`src/rtl/ps2_host_cmd_ctrl.sv`:
```
// Host-to-keyboard PS/2 command sequencer: round-robin LED/command arbitration, inhibit/RTS,
// device-clocked shift-out with ACK check, response frame check, FE resend and watchdog abort.
module ps2_host_cmd_ctrl #(
   parameter int INHIBIT_CYC = 5000,
   parameter int TIMEOUT_CYC = 1000000,
   parameter int RETRIES     = 2
) (
   input  logic       clk,
   input  logic       rst,
   input  logic       ps2_clk_in,
   input  logic       ps2_data_in,
   output logic       ps2_clk_oe,
   output logic       ps2_data_oe,
   input  logic       led_req,
   input  logic [2:0] led_val,
   input  logic       cmd_req,
   input  logic [7:0] cmd_byte,
   output logic       led_ack,
   output logic       cmd_ack,
   output logic       err,
   output logic [7:0] rx_byte,
   output logic       rx_valid,
   output logic       busy,
   output logic       rx_hold
);

   localparam int CW = ($clog2(INHIBIT_CYC + 1) > 4) ? $clog2(INHIBIT_CYC + 1) : 4;
   localparam int WW = $clog2(TIMEOUT_CYC + 1);
   localparam int RW = (RETRIES > 0) ? $clog2(RETRIES + 1) : 1;

   typedef enum logic [2:0] {S_IDLE, S_INHIBIT, S_REQ, S_SHIFT, S_ACKBIT, S_RESP} state_t;

   state_t        r_state, w_nxt;
   logic          r_clk_s1, r_clk_s2, r_clk_s3, r_dat_s1, r_dat_s2;
   logic [CW-1:0] r_cnt;
   logic [WW-1:0] r_wd;
   logic [RW-1:0] r_retry;
   logic [7:0]    r_byte;
   logic [8:0]    r_sh;
   logic [9:0]    r_rx;
   logic [2:0]    r_led_val;
   logic          r_is_led, r_last_led, r_step;
   logic          r_clk_oe, r_data_oe, r_led_ack, r_cmd_ack, r_err, r_rx_valid;
   logic [7:0]    r_rx_byte;
   logic          w_fe, w_wd_exp, w_frame_ok;
   logic [10:0]   w_frame;
   logic          w_grant_led, w_grant_cmd, w_fail, w_ok, w_resend, w_next_byte, w_rx_good;

   assign w_fe       = r_clk_s3 & ~r_clk_s2;
   assign w_wd_exp   = (r_wd == WW'(TIMEOUT_CYC - 1));
   assign w_frame    = {r_dat_s2, r_rx};
   assign w_frame_ok = ~w_frame[0] & w_frame[10] & (^w_frame[9:1]);

   always_comb begin
      w_nxt       = r_state;
      w_grant_led = 1'b0;
      w_grant_cmd = 1'b0;
      w_fail      = 1'b0;
      w_ok        = 1'b0;
      w_resend    = 1'b0;
      w_next_byte = 1'b0;
      w_rx_good   = 1'b0;
      case (r_state)
         S_IDLE: begin
            // Arbitration waits out the ack cycle so a requester can drop its level first.
            if (!r_led_ack && !r_cmd_ack) begin
               if (led_req && (!cmd_req || !r_last_led)) w_grant_led = 1'b1;
               else if (cmd_req)                         w_grant_cmd = 1'b1;
            end
         end
         S_INHIBIT: if (r_cnt == CW'(INHIBIT_CYC - 1)) w_nxt = S_REQ;
         S_REQ: begin
            if (w_fe)          w_nxt  = S_SHIFT;
            else if (w_wd_exp) w_fail = 1'b1;
         end
         S_SHIFT: begin
            if (w_fe) begin
               if (r_cnt == CW'(8)) w_nxt = S_ACKBIT;
            end else if (w_wd_exp) w_fail = 1'b1;
         end
         S_ACKBIT: begin
            if (w_fe) begin
               if (r_dat_s2) w_fail = 1'b1;
               else          w_nxt  = S_RESP;
            end else if (w_wd_exp) w_fail = 1'b1;
         end
         S_RESP: begin
            if (w_fe) begin
               if (r_cnt == CW'(10)) begin
                  if (!w_frame_ok) w_fail = 1'b1;
                  else begin
                     w_rx_good = 1'b1;
                     if (w_frame[8:1] == 8'hFE) begin
                        if (r_retry < RW'(RETRIES)) w_resend = 1'b1;
                        else                        w_fail   = 1'b1;
                     end
                     else if (!r_is_led)             w_ok        = 1'b1;
                     else if (w_frame[8:1] != 8'hFA) w_fail      = 1'b1;
                     else if (r_step)                w_ok        = 1'b1;
                     else                            w_next_byte = 1'b1;
                  end
               end
            end else if (w_wd_exp) w_fail = 1'b1;
         end
         default: w_nxt = S_IDLE;
      endcase
      if (w_grant_led || w_grant_cmd || w_resend || w_next_byte) w_nxt = S_INHIBIT;
      if (w_fail || w_ok) w_nxt = S_IDLE;
   end

   always_ff @(posedge clk or posedge rst) begin
      if (rst) begin
         r_state    <= S_IDLE;
         r_clk_s1   <= 1'b0;
         r_clk_s2   <= 1'b0;
         r_clk_s3   <= 1'b0;
         r_dat_s1   <= 1'b0;
         r_dat_s2   <= 1'b0;
         r_cnt      <= '0;
         r_wd       <= '0;
         r_retry    <= '0;
         r_byte     <= '0;
         r_sh       <= '0;
         r_rx       <= '0;
         r_led_val  <= '0;
         r_is_led   <= 1'b0;
         r_last_led <= 1'b0;
         r_step     <= 1'b0;
         r_clk_oe   <= 1'b0;
         r_data_oe  <= 1'b0;
         r_led_ack  <= 1'b0;
         r_cmd_ack  <= 1'b0;
         r_err      <= 1'b0;
         r_rx_valid <= 1'b0;
         r_rx_byte  <= '0;
      end else begin
         r_state    <= w_nxt;
         r_clk_s1   <= ps2_clk_in;
         r_clk_s2   <= r_clk_s1;
         r_clk_s3   <= r_clk_s2;
         r_dat_s1   <= ps2_data_in;
         r_dat_s2   <= r_dat_s1;
         r_led_ack  <= 1'b0;
         r_cmd_ack  <= 1'b0;
         r_err      <= 1'b0;
         r_rx_valid <= 1'b0;

         if (w_nxt != r_state) r_cnt <= '0;
         else if (r_state == S_INHIBIT || ((r_state == S_SHIFT || r_state == S_RESP) && w_fe))
            r_cnt <= r_cnt + CW'(1);

         if (w_nxt != r_state || w_fe) r_wd <= '0;
         else if (r_state != S_IDLE && r_state != S_INHIBIT) r_wd <= r_wd + WW'(1);

         if (w_grant_led || w_grant_cmd) begin
            r_is_led   <= w_grant_led;
            r_last_led <= w_grant_led;
            r_byte     <= w_grant_led ? 8'hED : cmd_byte;
            r_led_val  <= led_val;
            r_step     <= 1'b0;
            r_retry    <= '0;
         end
         if (w_next_byte) begin
            r_byte  <= {5'b0, r_led_val};
            r_step  <= 1'b1;
            r_retry <= '0;
         end
         if (w_resend) r_retry <= r_retry + RW'(1);

         if (w_nxt == S_INHIBIT && r_state != S_INHIBIT) begin
            r_clk_oe  <= 1'b1;
            r_data_oe <= 1'b0;
         end
         if (r_state == S_INHIBIT && w_nxt == S_REQ) begin
            r_clk_oe  <= 1'b0;
            r_data_oe <= 1'b1;
         end
         // Shifter holds {stop, parity, data[7:1]}; bit 0 goes out straight from r_byte.
         if (r_state == S_REQ && w_fe) begin
            r_data_oe <= ~r_byte[0];
            r_sh      <= {1'b1, ~^r_byte, r_byte[7:1]};
         end
         if (r_state == S_SHIFT && w_fe) begin
            r_data_oe <= ~r_sh[0];
            r_sh      <= {1'b1, r_sh[8:1]};
         end
         if (r_state == S_RESP && w_fe) r_rx <= w_frame[10:1];
         if (w_rx_good) begin
            r_rx_byte  <= w_frame[8:1];
            r_rx_valid <= 1'b1;
         end
         if (w_fail || w_ok) begin
            r_clk_oe  <= 1'b0;
            r_data_oe <= 1'b0;
            r_led_ack <= r_is_led;
            r_cmd_ack <= ~r_is_led;
            r_err     <= w_fail;
         end
      end
   end

   assign ps2_clk_oe  = r_clk_oe;
   assign ps2_data_oe = r_data_oe;
   assign led_ack     = r_led_ack;
   assign cmd_ack     = r_cmd_ack;
   assign err         = r_err;
   assign rx_byte     = r_rx_byte;
   assign rx_valid    = r_rx_valid;
   assign busy        = (r_state != S_IDLE);
   assign rx_hold     = busy;

endmodule

```
`config.mk`:
```
export PLATFORM = sky130hd
export DESIGN_NAME = ps2_host_cmd_ctrl
export DESIGN_NICKNAME = d
export VERILOG_FILES = /design/src/rtl/ps2_host_cmd_ctrl.sv
export SDC_FILE = /design/constraint.sdc
export NUM_CORES = 1
export LEC_CHECK = 0
export ABC_AREA = 1
export BUFFER_PORTS_ARGS = -buffer_cell sky130_fd_sc_hd__buf_2
export CORE_MARGIN = 2
export CORE_UTILIZATION = 29
export DETAILED_ROUTE_END_ITERATION = 12
export GPL_TIMING_DRIVEN = 0
export HOLD_SLACK_MARGIN = 0.03
export PLACE_DENSITY_LB_ADDON = 0.08
export REMOVE_ABC_BUFFERS = 1
export SETUP_SLACK_MARGIN = 0.02
export SYNTH_ARGS = -nofsm -noshare
export SYNTH_HDL_FRONTEND = slang
export SYNTH_SLANG_ARGS = --single-unit
```
`constraint.sdc`:
```
create_clock -name clk -period 2.4 [get_ports clk]
set_input_delay 0.24 -clock clk [delete_from_list [all_inputs] [get_ports clk]]
set_output_delay 0.24 -clock clk [all_outputs]
set_load 0.005 [all_outputs]
```
After elaboration in Yosys (flattened, before gate mapping)

Index checks and enable logic that the tools add are counted.

Bits in registers: 89
Input port bits: 17
Output and inout port bits: 16
Word-level logic and storage cells: 163

Add/sub/neg operators: 3
Order comparisons: 1
Equal/unequal tests: 15
Muxes and demuxes: 80
Bitwise operators: 8
Reductions and logical operators: 34

Operators by type and width:

| cell                                                  | number |
|---|---|
| 2-to-1 mux 1 bit                                      | 58 |
| 2-to-1 mux 20 bit                                     | 2 |
| equality test 13 x 4 -> 1 bit (second input constant) | 2 |
| 2-to-1 mux 13 bit                                     | 2 |
| 2-to-1 mux 3 bit                                      | 8 |
| 2-to-1 mux 8 bit                                      | 3 |
| adder 20 x 1 -> 20 bit (second input constant)        | 1 |
| equality test 20 bit (second input constant)          | 1 |
| 2-to-1 mux 9 bit                                      | 2 |
| one-hot mux 3 bit (5 select lines)                    | 1 |
| adder 13 x 1 -> 13 bit (second input constant)        | 1 |
| equality test 13 bit (second input constant)          | 1 |
| equality test 3 x 2 -> 1 bit (second input constant)  | 3 |
| logical AND 1 bit                                     | 9 |
| nonzero test 3 bit                                    | 3 |
| parity 9 bit                                          | 1 |
| equality test 8 bit (second input constant)           | 1 |
| logical OR 1 bit                                      | 8 |
| inequality test 8 bit (second input constant)         | 1 |
| nonzero test 2 bit                                    | 4 |
| XNOR reduction 8 bit                                  | 1 |
| equality test 3 x 1 -> 1 bit (second input constant)  | 2 |
| equality test 3 bit (second input constant)           | 2 |
| 2-to-1 mux 2 bit                                      | 3 |
| 11 further kinds                                      | 21 |

Longest topological paths before layout

Gate-level depths: netlist of run 1.

Depth in word-level cells: 18
Mapped depth: 19
Gate-level depth less buffers: 18

Worst setup path before layout of run 1

OpenSTA, ideal clock, no wires.

Path type: flip-flop to flip-flop
Start: register r_rx[3]
End: register r_wd[14]
Setup time: 0.124 ns
Arrival: 2.140 ns
Required time: 2.276 ns
Path slack: 0.135 ns
Cell stages (with the launch flop): 20
Buffers on the path: 1
Clock period less this slack: 2.265 ns
Path through: dfrtp_1 > inv_1 > ha_1 > inv_1 > nand2_1 > nand3_1 > nand2_1 > nand2_1 > nand2_1 > nand2_1 > inv_2 > nand2_4 > nor2_8 > a21oi_2 > nand2_1 > nand2_1 > nand2_2 > nand4_4 > buf_6 > nor2_4

Longest elaborated chain between the ends: 14
Elaborated cells on any way between the ends: 39
Classes of those cells: eq/ne: 3; mux: 29; bitwise: 1; reduce/logical: 6

RTL lines:

| item                                                    | RTL line | RTL |
|---|---|---|
| from (decl)                                             | 40       | `logic [9:0] r_rx;` |
| from (signal assigned)                                  | 187      | `if (r_state == S_RESP && w_fe) r_rx <= w_frame[10:1];` |
| inequality test 8 bit                                   | 98       | `else if (w_frame[8:1] != 8'hFA) w_fail = 1'b1;` |
| 2-to-1 mux 1 bit                                        | 98       |  |
| 2-to-1 mux 1 bit                                        | 97       | `else if (!r_is_led) w_ok = 1'b1;` |
| 2-to-1 mux 1 bit                                        | 93       | `if (w_frame[8:1] == 8'hFE) begin` |
| 2-to-1 mux 1 bit                                        | 90       | `if (!w_frame_ok) w_fail = 1'b1;` |
| 2-to-1 mux 1 bit                                        | 89       | `if (r_cnt == CW'(10)) begin` |
| 2-to-1 mux 1 bit                                        | 88       | `if (w_fe) begin` |
| 2-to-1 mux 1 bit                                        | 63       | `case (r_state)` |
| logical OR 1 bit                                        | 107      | `if (w_grant_led \|\| w_grant_cmd \|\| w_resend \|\| w_next_byte) w_nxt = S_INHIBIT;` |
| 2-to-1 mux 3 bit                                        | 107      |  |
| 2-to-1 mux 3 bit (*)                                    | 108      | `if (w_fail \|\| w_ok) w_nxt = S_IDLE;` |
| inequality test 3 bit (*)                               | 152      | `if (w_nxt != r_state \|\| w_fe) r_wd <= '0;` |
| logical OR 1 bit (*)                                    | 152      |  |
| 2-to-1 mux 20 bit or nonzero test 2 bit (tied branches) | -        |  |
| to (signal assigned)                                    | 153      | `else if (r_state != S_IDLE && r_state != S_INHIBIT) r_wd <= r_wd + WW'(1);` |
| to (decl)                                               | 36       | `logic [WW-1:0] r_wd;` |

Every way passes the cells marked *; elsewhere a longest branch is shown, timed or not.
A chain may end at the register's enable or synchronous reset.

Worst setup path in the final report of run 1

Start: register r_rx[8]
End: register r_wd[16]

The elaborated chain is that of the path after synthesis.

==> metrics.yaml, run 1 <==
drt-initial-drc-count: 166
cts_sinks: 89
vias: 3570
hp-start: "led_val[0]"
synthTopCellsByArea: "dfrtp_1 48%, nand2_1 9.0%, nor2_4 5.3%"
grtUsageTotal_pct: 14.26
synth_top_area_cell: "dfrtp_1"
worst_r2r_endpoint: "r_wd[16]"
r2r-start: "r_rx[8]"
r2r_cells: 15
overflow: 0
drive_gt1_share_pct: 29.00
gp_congestion: 0.7804
p_per_area_nw_per_um2: 651.0
power.total_w: 0.003853
hold_violations: 0
yosys.area.top_type_share_pct: 47.80
hold_path_class: "primary input to register"
final_area_sq_um: 5918
ioPinCount: 33
drc_errors: 0
fin_skew_ps: 11.30
slew_headroom_pct: 64.14
clock_latency_ps: 350
fmax_ghz: 0.4116
cp-start-kind: "register"
die_h_microns: 130.8
status: "complete, but fails checks"
pre_cts_slack_ps: -887.9
hpwl_microns: 7053
clock_path_buffers: 2
yosysWarnings: 0
cap_violations: 0
crit_fanout: 6
dieWidth_microns: 130.8
cts_tree: "built"
worst_pin_slew_ps: 538.0
ys_dominant_reg_cell: "dfrtp_1"
finalCritPeriodShare_pct: 101.2
crit_required_ps: 2630
synth_cell_type_count: 36
leakage_nw: 2.670
ant_nets: 0
synth_seq_cells: 89
design.die.area_sq_um: 17100
wl_per_cell_microns: 13.35
synth-seq-area-share_pct: 47.80
clk_pin_slew_worst_paths_ps: 70
core_area_sq_um: 15770
synth-edff-count: 0
place_area_sq_um: 5059
end_kind: "register"
yosysMostFrequentCell: "nand2_1"
area_delta_synth_final_pct: 27.01
cts_made_buffers: 9
violations: "setup timing"
fin_ws_ps: -29.26
grt_pass1_vias: 3734
first_pass_iters: 4
asyncSetResetFlopFracSynth_pct: 100.0
hold_end: "r_led_val[0]"
initial_core_util_pct: 29.55
hold_depth: 3
grt_pass1_wl_microns: 18800
syn_inst: 523
antenna_found_initial: 0
crit_type: "register to register"
diodes: 0
avgSynthCellArea_sq_um: 8.909
vias_per_cell: 4.375
setup_violations: 10
postRouteWirelength_microns: 10890
peakVddDrop_mv: 0.3627
h-tree-depth: 3
syn_area_sq_um: 4659
netlist_top_cells_count: "112 x nand2_1, 89 x dfrtp_1, 62 x inv_1"
row_count: 46
worstPathArrival_ps: 2660
cts_root_buffer: "clkbuf_16"
port_buffers: 32
r2r_setup_slack_ps: -30
report.final.slew_viol_count: 0
nNetsFinal: 622
n_fill_cell: 1650
rsz0062_at_grt: "yes"
fin_crit_ps: 2429
grt_max_degree: 52
## report_power, final
group / leakage [nW] / internal [W] / switching [W]
Combinational: 1.35 / 0.000314 / 0.000469
Sequential: 1.19 / 0.00165 / 0.000128
Clock: 0.122 / 0.000699 / 0.000596
Total: 2.67 / 0.00266 / 0.00119
## worst max-delay path: stages, from the launching register on
cell	delay (ps)
dfrtp_1	380
ha_1	320
xor2_2	170
nand3_1	110
nand2_2	120
nand3_2	90
nand2_2	90
nand2_2	70
a21oi_4	260
nand2_2	110
nand2_2	90
nand2_4	70
buf_6	120
nand4_4	100
clkbuf_16	180
nor2_4	30
## routing by layer
layer	track usage [%]	vias to the layer above	share of wire [%]
li1	-	1817	-
met4	4.631	0	1.5
met1	18.91	1710	49
met2	22.92	32	47
met5	0	-	0
met3	3.583	11	2.6
## cell usage in the layout, fill, tap and decap left out, types with 10 or more instances in the layout
master,Yosys,final
nand2_1,112,101
dfrtp_1,89,88
inv_1,62,57
o21ai_0,38,38
nor2_1,35,33
buf_2,1,32
xor2_1,26,25
buf_4,1,25
nand3_1,30,24
nor2_4,22,24
nor2_2,14,14
nand2_2,5,12
clkbuf_16,0,11
inv_2,9,10
xnor2_1,10,10
## logic make-up (layout without fill, tap and decap cells)
family | count (synthesis) | after routing | share of synthesized area (%)
AOI/OAI and AO/OA | 56 | 56 | 6.874
xor gates and xnor gates | 36 | 36 | 6.767
adders and majority gates | 9 | 9 | 2.417
buffers and inverters | 80 | 154 | 7.035
DFF | 89 | 89 | 47.80
muxes | 1 | 1 | 0.2148
and+or+nand+nor | 252 | 255 | 28.89
## state kept, by name, indices dropped and copies added (netlist names)
name	cells
ps2_data_oe	1
rx_valid	1
rx_byte	8
r_retry	2
r_clk_s2	1
r_rx	10
err	1
r_clk_s3	1
r_byte	8
r_clk_s1	1
r_dat_s1	1
r_wd	20
r_step	1
r_led_val	3
r_cnt	13
r_dat_s2	1
ps2_clk_oe	1
r_sh	9
cmd_ack	1
r_last_led	1
r_state	3
led_ack	1
## what timing repair did
item | 4_1_cts | 5_1_grt
gates cloned | 5 | 0
hold buffers | 3 | 0
endpoints found under the setup margin | 46 | 36
hold endpoints to repair | 40 | 0
pin swaps | 22 | 13
gates resized for setup | 40 | 15
buffers inserted | 28 | 2
## cell type report
class,count,area [sq um],area share [%]
repair buffers,68,529.3,8.943
inverters,71,276.5,4.672
multi-input cells,357,2352,39.75
well taps,216,270.3,4.567
clock buffers,11,232.7,3.932
clock inverters,4,28.78,0.4863
flip-flops and latches,89,2228,37.65
## through the flow
stage | hold slack (ps) | setup TNS, ps | util, % | cells
2_1_floorplan | 271.4 | -18420 | - | 514
3_3_place_gp | 333.9 | -163480 | 31.89 | 762
3_5_place_dp | 331.7 | -24360 | 32.08 | 763
4_1_cts | 85.76 | -307.0 | 37.13 | 814
5_1_grt | 98.43 | -4146 | 37.53 | 816
6_report | 94.38 | -162.0 | 37.53 | 816
## worst max-delay path by stage
| stage | end | cells past startpoint | slack, ps | startpoint |
|---|---|---|---|---|
| 2_1_floorplan | r_wd[0] | 17 | -270 | r_rx[3] |
| 3_3_place_gp | r_byte[7] | 2 | -1590 | rst |
| 3_5_place_dp | r_wd[5] | 13 | -890 | r_state[1] |
| 4_1_cts | r_wd[3] | 15 | -30 | r_rx[8] |
| 5_1_grt | r_wd[19] | 18 | -190 | r_rx[4] |
| 6_report | r_wd[16] | 15 | -30 | r_rx[8] |
No activity file was read; power rests on OpenSTA's default activity.
==> run 2, diff against run 1 <==
Settings changed: ABC_AREA 1 to not set.
==> run 2 against run 1 <==
The run still ends with setup timing left. Critical endpoint is now r_wd[19]. Final cell count down 12%. Synthesized area decreased by 3.4%. First-iteration DRC count fell by 55%. Largest cell class unchanged. Die area decreased by 3.3%. Worst setup slack lost 460 ps. Sequential share of layout area up 0.12 points. Clock power rose by 19%.
==> metrics.yaml, run 2 <==
fin_crit_ps: 2888
synth_fa_ha_area_share_pct: 2.501
fin_skew_ps: 6.817
hp-start: "led_val[2]"
rsz0062_at_grt: "yes"
ys_dominant_reg_cell: "dfrtp_1"
nNetsFinal: 555
cap_violations: 0
slew_headroom_pct: 48.03
end_kind: "register"
final_common_cell: "dfrtp_1"
worst_r2r_endpoint: "r_wd[19]"
status: "complete, but fails checks"
synth-seq-area-share_pct: 49.46
crit_required_ps: 2630
synth_xor_area_share_pct: 8.280
overflow: 0
cp-endpoint: "r_wd[19]"
worstPathArrival_ps: 3120
dieWidth_microns: 128.6
cts_sinks: 89
yosys.area.top_type_share_pct: 49.46
power.total_w: 0.005238
clock_latency_ps: 350
syn_area_sq_um: 4503
yosysMostFrequentCell: "dfrtp_1"
synth_top_family_by_area: "simple AND/OR/NAND/NOR gates"
avgSynthCellArea_sq_um: 9.768
core_area_sq_um: 15200
h-tree-depth: 3
area_delta_synth_final_pct: 31.37
final_cell_mix: "85 x dfrtp_1, 68 x nand2_1, 37 x nor2_1, 32 x buf_2, 23 x xor2_1"
asyncSetResetFlopFracSynth_pct: 100.0
clk_pin_slew_worst_paths_ps: 70
hpwl_microns: 6895
top_register: "r_wd"
cts_tree: "built"
port_buffers: 32
crit_type: "register to register"
synthTopCellsByArea: "dfrtp_1 49%, nand2_1 5.8%, xor2_1 4.5%"
vias_per_cell: 4.902
die_h_microns: 128.6
fin_ws_ps: -488.1
drive_gt1_share_pct: 29.78
leakage_nw: 2.737
initial_core_util_pct: 29.62
synth_top_area_cell: "dfrtp_1"
drt-initial-drc-count: 75
largest_register_ffs: 20
hold_violations: 0
synth_seq_cells: 89
crit_fanout: 4
peakVddDrop_mv: 0.3780
synth_cell_type_count: 59
hold_depth: 3
postRouteWirelength_microns: 11000
yosysWarnings: 0
grt_pass1_vias: 3630
drc_errors: 0
clock_path_buffers: 2
violations: "setup timing"
finalCritPeriodShare_pct: 120.3
fmax_ghz: 0.3463
first_pass_iters: 4
muxShareOfSynthArea_pct: 3.973
setup_tns_ps: -22470
cp-start-kind: "register"
grtUsageTotal_pct: 14.35
final_area_sq_um: 5916
cts_made_buffers: 9
report.final.slew_viol_count: 0
worst_pin_slew_ps: 777.9
row_count: 45
cts_root_buffer: "clkbuf_16"
synth-compound-area-share_pct: 8.891
diodes: 0
grt_pass1_wl_microns: 18640
syn_inst: 461
r2r_cells: 12
netlist_top_cells_count: "89 x dfrtp_1, 70 x nand2_1, 45 x nor2_1"
timing.hold.ws_ps: 78.94
ioPinCount: 33
gp_congestion: 0.7431
p_per_area_nw_per_um2: 885.4
place_area_sq_um: 4836
synth-edff-count: 0
vias: 3539
setup_violations: 58
ant_nets: 0
hold_path_class: "primary input to register"
wl_per_cell_microns: 15.24
antenna_found_initial: 0
critPathLaunch: "r_rx[3]"
design.die.area_sq_um: 16540
r2r_setup_slack_ps: -490
r2r-start: "r_rx[3]"
grt_max_degree: 46
synthSimpleGateAreaFrac_pct: 23.62
largestRegisters: "r_wd (20), r_cnt (13), r_rx (10)"
-- run 2: changes by cell type in the layout (fill, tap and decap cells not counted), moves of 8 or more --
cell | before | now
nor2_4 | 24 | 5
buf_6 | 3 | 13
o21ai_0 | 38 | 21
nand2_2 | 12 | 1
nand3_1 | 24 | 16
inv_1 | 57 | 9
nor2_2 | 14 | 5
a21oi_1 | 2 | 13
nand2_1 | 101 | 68
o211ai_1 | 9 | 1
mux2i_1 | 1 | 10
inv_2 | 10 | 1
-- run 2: area by class of cell --
type	count	area, sq um
sequential	89	2235
multi-input combinational	341	2412
clock buffer	10	229.0
clock inverter	6	91.34
fill	1524	9286
timing repair buffer	77	669.4
inverter	11	43.79
tap	188	235.2
-- run 2: routing by layer --
layer | wire [microns] | up-vias | part of all wire [%] | GRT usage [%]
li1 | - | 1727 | - | -
met1 | 5126 | 1766 | 47 | 18.58
met3 | 242 | 14 | 2.2 | 2.744
met4 | 196 | 0 | 1.8 | 5.563
met2 | 5436 | 32 | 49 | 23.84
met5 | 0 | - | 0 | 0
-- run 2: repair_timing --
action,CTS,global route
hold buffers,3,0
gates cloned,2,0
endpoints found under the hold margin,46,0
resized for setup,51,25
pin swaps,22,8
endpoints found under the setup margin,62,58
setup buffers,28,12
-- run 2: logic make-up after synthesis --
| group | count (synthesis) |
|---|---|
| DFF | 89 |
| AOI/OAI and AO/OA | 62 |
| and+or+nand+nor | 211 |
| muxes | 17 |
| buffers and inverters | 32 |
| xor gates and xnor gates | 41 |
| adders and majority gates | 9 |
-- run 2: per-stage QoR --
stage / utilization, % / std cells / setup slack [ps]
2_1_floorplan: - / 440 / -984.0
3_3_place_gp: 31.52 / 660 / -2350
3_5_place_dp: 31.81 / 662 / -1745
4_1_cts: 37.72 / 711 / -447.5
5_1_grt: 38.91 / 722 / -579.2
6_report: 38.91 / 722 / -488.1
-- run 2: how the worst min path moves through the flow --
stage                        end
floorplan               r_clk_s1
global placement        r_dat_s2
detailed placement      r_dat_s2
CTS                 r_led_val[1]
global route        r_led_val[1]
finish              r_led_val[2]
-- run 2: critical path: stages, from the launching register on --
cell and delay (ps):
dfrtp_1 380, inv_1 100, ha_1 250, xnor3_1 380, xnor2_2 200, or4_4 510, nand2b_4 160, o21ai_4 90
o32ai_4 130, buf_12 160, o2111ai_4 230, buf_6 160, nor2_1 40
-- run 2: power breakdown --
part           switching [W]  internal, W
sequential          0.000211      0.00168
combinational       0.000875     0.000943
clock               0.000614     0.000916
==> run 3, diff against run 2 <==
Settings changed: PLACE_DENSITY_LB_ADDON 0.08 to not set.
==> run 3 against run 2 <==
The run still ends with setup timing left. Die area is the same. Maximum frequency grew 2.1%. Clock power shrank 12%. Worst setup slack gained 61 ps. Sequential power is essentially flat. Combinational power shrank 14%. Final cell count shrank 1.7%. Clock skew grew 3.7 ps. Critical endpoint is now r_wd[11]. Largest power group unchanged. Highest routed layer unchanged.
==> metrics.yaml, run 3 (synthesis gave the netlist of run 2 again) <==
fin_ws_ps: -427.5
r2r_cells: 10
clock_latency_ps: 350
setup_violations: 51
area_delta_synth_final_pct: 27.09
drc_errors: 0
fin_skew_ps: 10.47
end_kind: "register"
hpwl_microns: 6485
core_area_sq_um: 15200
postRouteWirelength_microns: 10060
cpPeakStageDelay_ps: 510
grt_max_degree: 47
largest_register_ffs: 20
slew_headroom_pct: 49.04
antenna_found_initial: 0
ant_nets: 0
path_cells: "ha_1, xnor3_1, xnor2_2, or4_4, nand2b_4, o21ai_4, o32ai_4, o2111ai_4, buf_6, nor2_1"
final_area_sq_um: 5723
nNetsFinal: 543
overflow: 0
stdcell_count: 710
status: "complete, but fails checks"
die_h_microns: 128.6
largestRegisters: "r_wd (20), r_cnt (13), r_rx (10)"
leakage_nw: 2.651
crit_required_ps: 2630
worst_pin_slew_ps: 762.8
drive_gt1_share_pct: 26.82
grt_pass1_vias: 3473
seq_power_share_pct: 39.8
drt-initial-drc-count: 205
pwr-share-comb_pct: 32.5
worst_r2r_endpoint: "r_wd[11]"
peakVddDrop_mv: 0.4812
violations: "setup timing"
dp_cells: 662
cts_tree: "built"
first_pass_iters: 4
switching_share_pct: 33.01
top_register: "r_wd"
clk_pin_slew_worst_paths_ps: 60
design.die.area_sq_um: 16540
r2r_setup_slack_ps: -430
setup_tns_ps: -15070
hold_path_class: "primary input to register"
fmax_ghz: 0.3537
p_per_area_nw_per_um2: 843.5
hold_violations: 0
dieWidth_microns: 128.6
cp-endpoint: "r_wd[11]"
power.total_w: 0.004827
port_buffers: 32
vias_per_cell: 4.900
ioPinCount: 33
report.final.slew_viol_count: 0
grtUsageTotal_pct: 12.50
cts_root_buffer: "clkbuf_16"
critPathLaunch: "r_rx[5]"
initial_core_util_pct: 29.62
fin_crit_ps: 2827
clock_path_buffers: 2
final_cell_mix: "86 x dfrtp_1, 67 x nand2_1, 38 x nor2_1, 32 x buf_2, 23 x xor2_1"
cpMaxStageDelayCell: "or4_4"
cts_made_buffers: 9
p_clk_share_pct: 27.7
cp-start-kind: "register"
final_common_cell: "dfrtp_1"
place_area_sq_um: 4836
crit_fanout: 4
diodes: 0
timing.hold.ws_ps: 82.28
cap_violations: 0
worstPathArrival_ps: 3060
finalCritPeriodShare_pct: 117.8
internal_power_w: 0.003234
h-tree-depth: 3
grt_pass1_wl_microns: 16640
crit_type: "register to register"
row_count: 45
cts_sinks: 89
wl_per_cell_microns: 14.17
p_switching_w: 0.001594
r2r-start: "r_rx[5]"
gp_congestion: 0.8096
vias: 3479
rsz0062_at_grt: "yes"
## run 3: changes by cell type in the layout (fill, tap and decap cells not counted), sizes merged
cell / delta
clkinv: +4
clkinvlp: -3
inv: -1
clkbuf: +3
buf: -13
bufinv: -2
## run 3: worst min-delay path by stage
stage,start,endpoint,slack [ps],cells past startpoint
floorplan,ps2_clk_in,r_clk_s1,270,0
global placement,r_clk_s1,r_clk_s2,340,0
detailed placement,r_clk_s1,r_clk_s2,330,0
CTS,led_val[0],r_led_val[0],70,3
global route,led_val[0],r_led_val[0],90,3
finish,led_val[0],r_led_val[0],80,3
## run 3: per-layer routing
| layer | wire length, microns | global-route usage [%] | part of all wire [%] | vias up |
|---|---|---|---|---|
| li1 | - | - | - | 1707 |
| met5 | 0 | 0 | 0 | - |
| met1 | 4553 | 15.56 | 45 | 1721 |
| met2 | 5008 | 21.06 | 50 | 38 |
| met4 | 158 | 4.476 | 1.6 | 0 |
| met3 | 340 | 3.285 | 3.4 | 13 |
## run 3: through the flow
stage,utilization [%],setup WS [ps]
after floorplan,-,-984.0
after CTS,36.54,-417.1
after global routing,37.65,-548.2
final,37.65,-427.5
after global placement,31.52,-1964
after detailed placement,31.81,-1514
## run 3: critical path: cells and delay by family (launching register included)
kind,cells,cell delay [ps]
flip-flops,1,390
XOR/XNOR,2,610
AO/OA/AOI/OAI,3,540
buffers and inverters,1,150
AND/OR/NAND/NOR,3,710
adder cells (fa/ha/maj),1,300
## run 3: power groups by stage
stage          clock network [W]  registers [W]  logic, W
2_1_floorplan                  0        0.00187  0.000860
3_3_place_gp                   0        0.00192   0.00104
3_5_place_dp                   0        0.00193   0.00107
4_1_cts                  0.00138        0.00191   0.00154
5_1_grt                  0.00142        0.00195   0.00172
6_report                 0.00134        0.00192   0.00157
## run 3: area by class of cell
cell class,instances,area [sq um]
Clock buffer,12,256.5
Clock inverter,4,27.53
Fill cell,1513,9479
Inverter,11,43.79
Multi-Input combinational cell,341,2382
Sequential cell,89,2233
Tap cell,188,235.2
Timing Repair Buffer,65,544.3
## run 3: what timing repair did
action                                 CTS  global route
gates resized for setup                 49            17
hold buffers                             3             0
setup endpoints to repair               59            58
endpoints found under the hold margin   45             0
buffers inserted                        20             8
pin swaps                               21            12
cloned                                   2             1
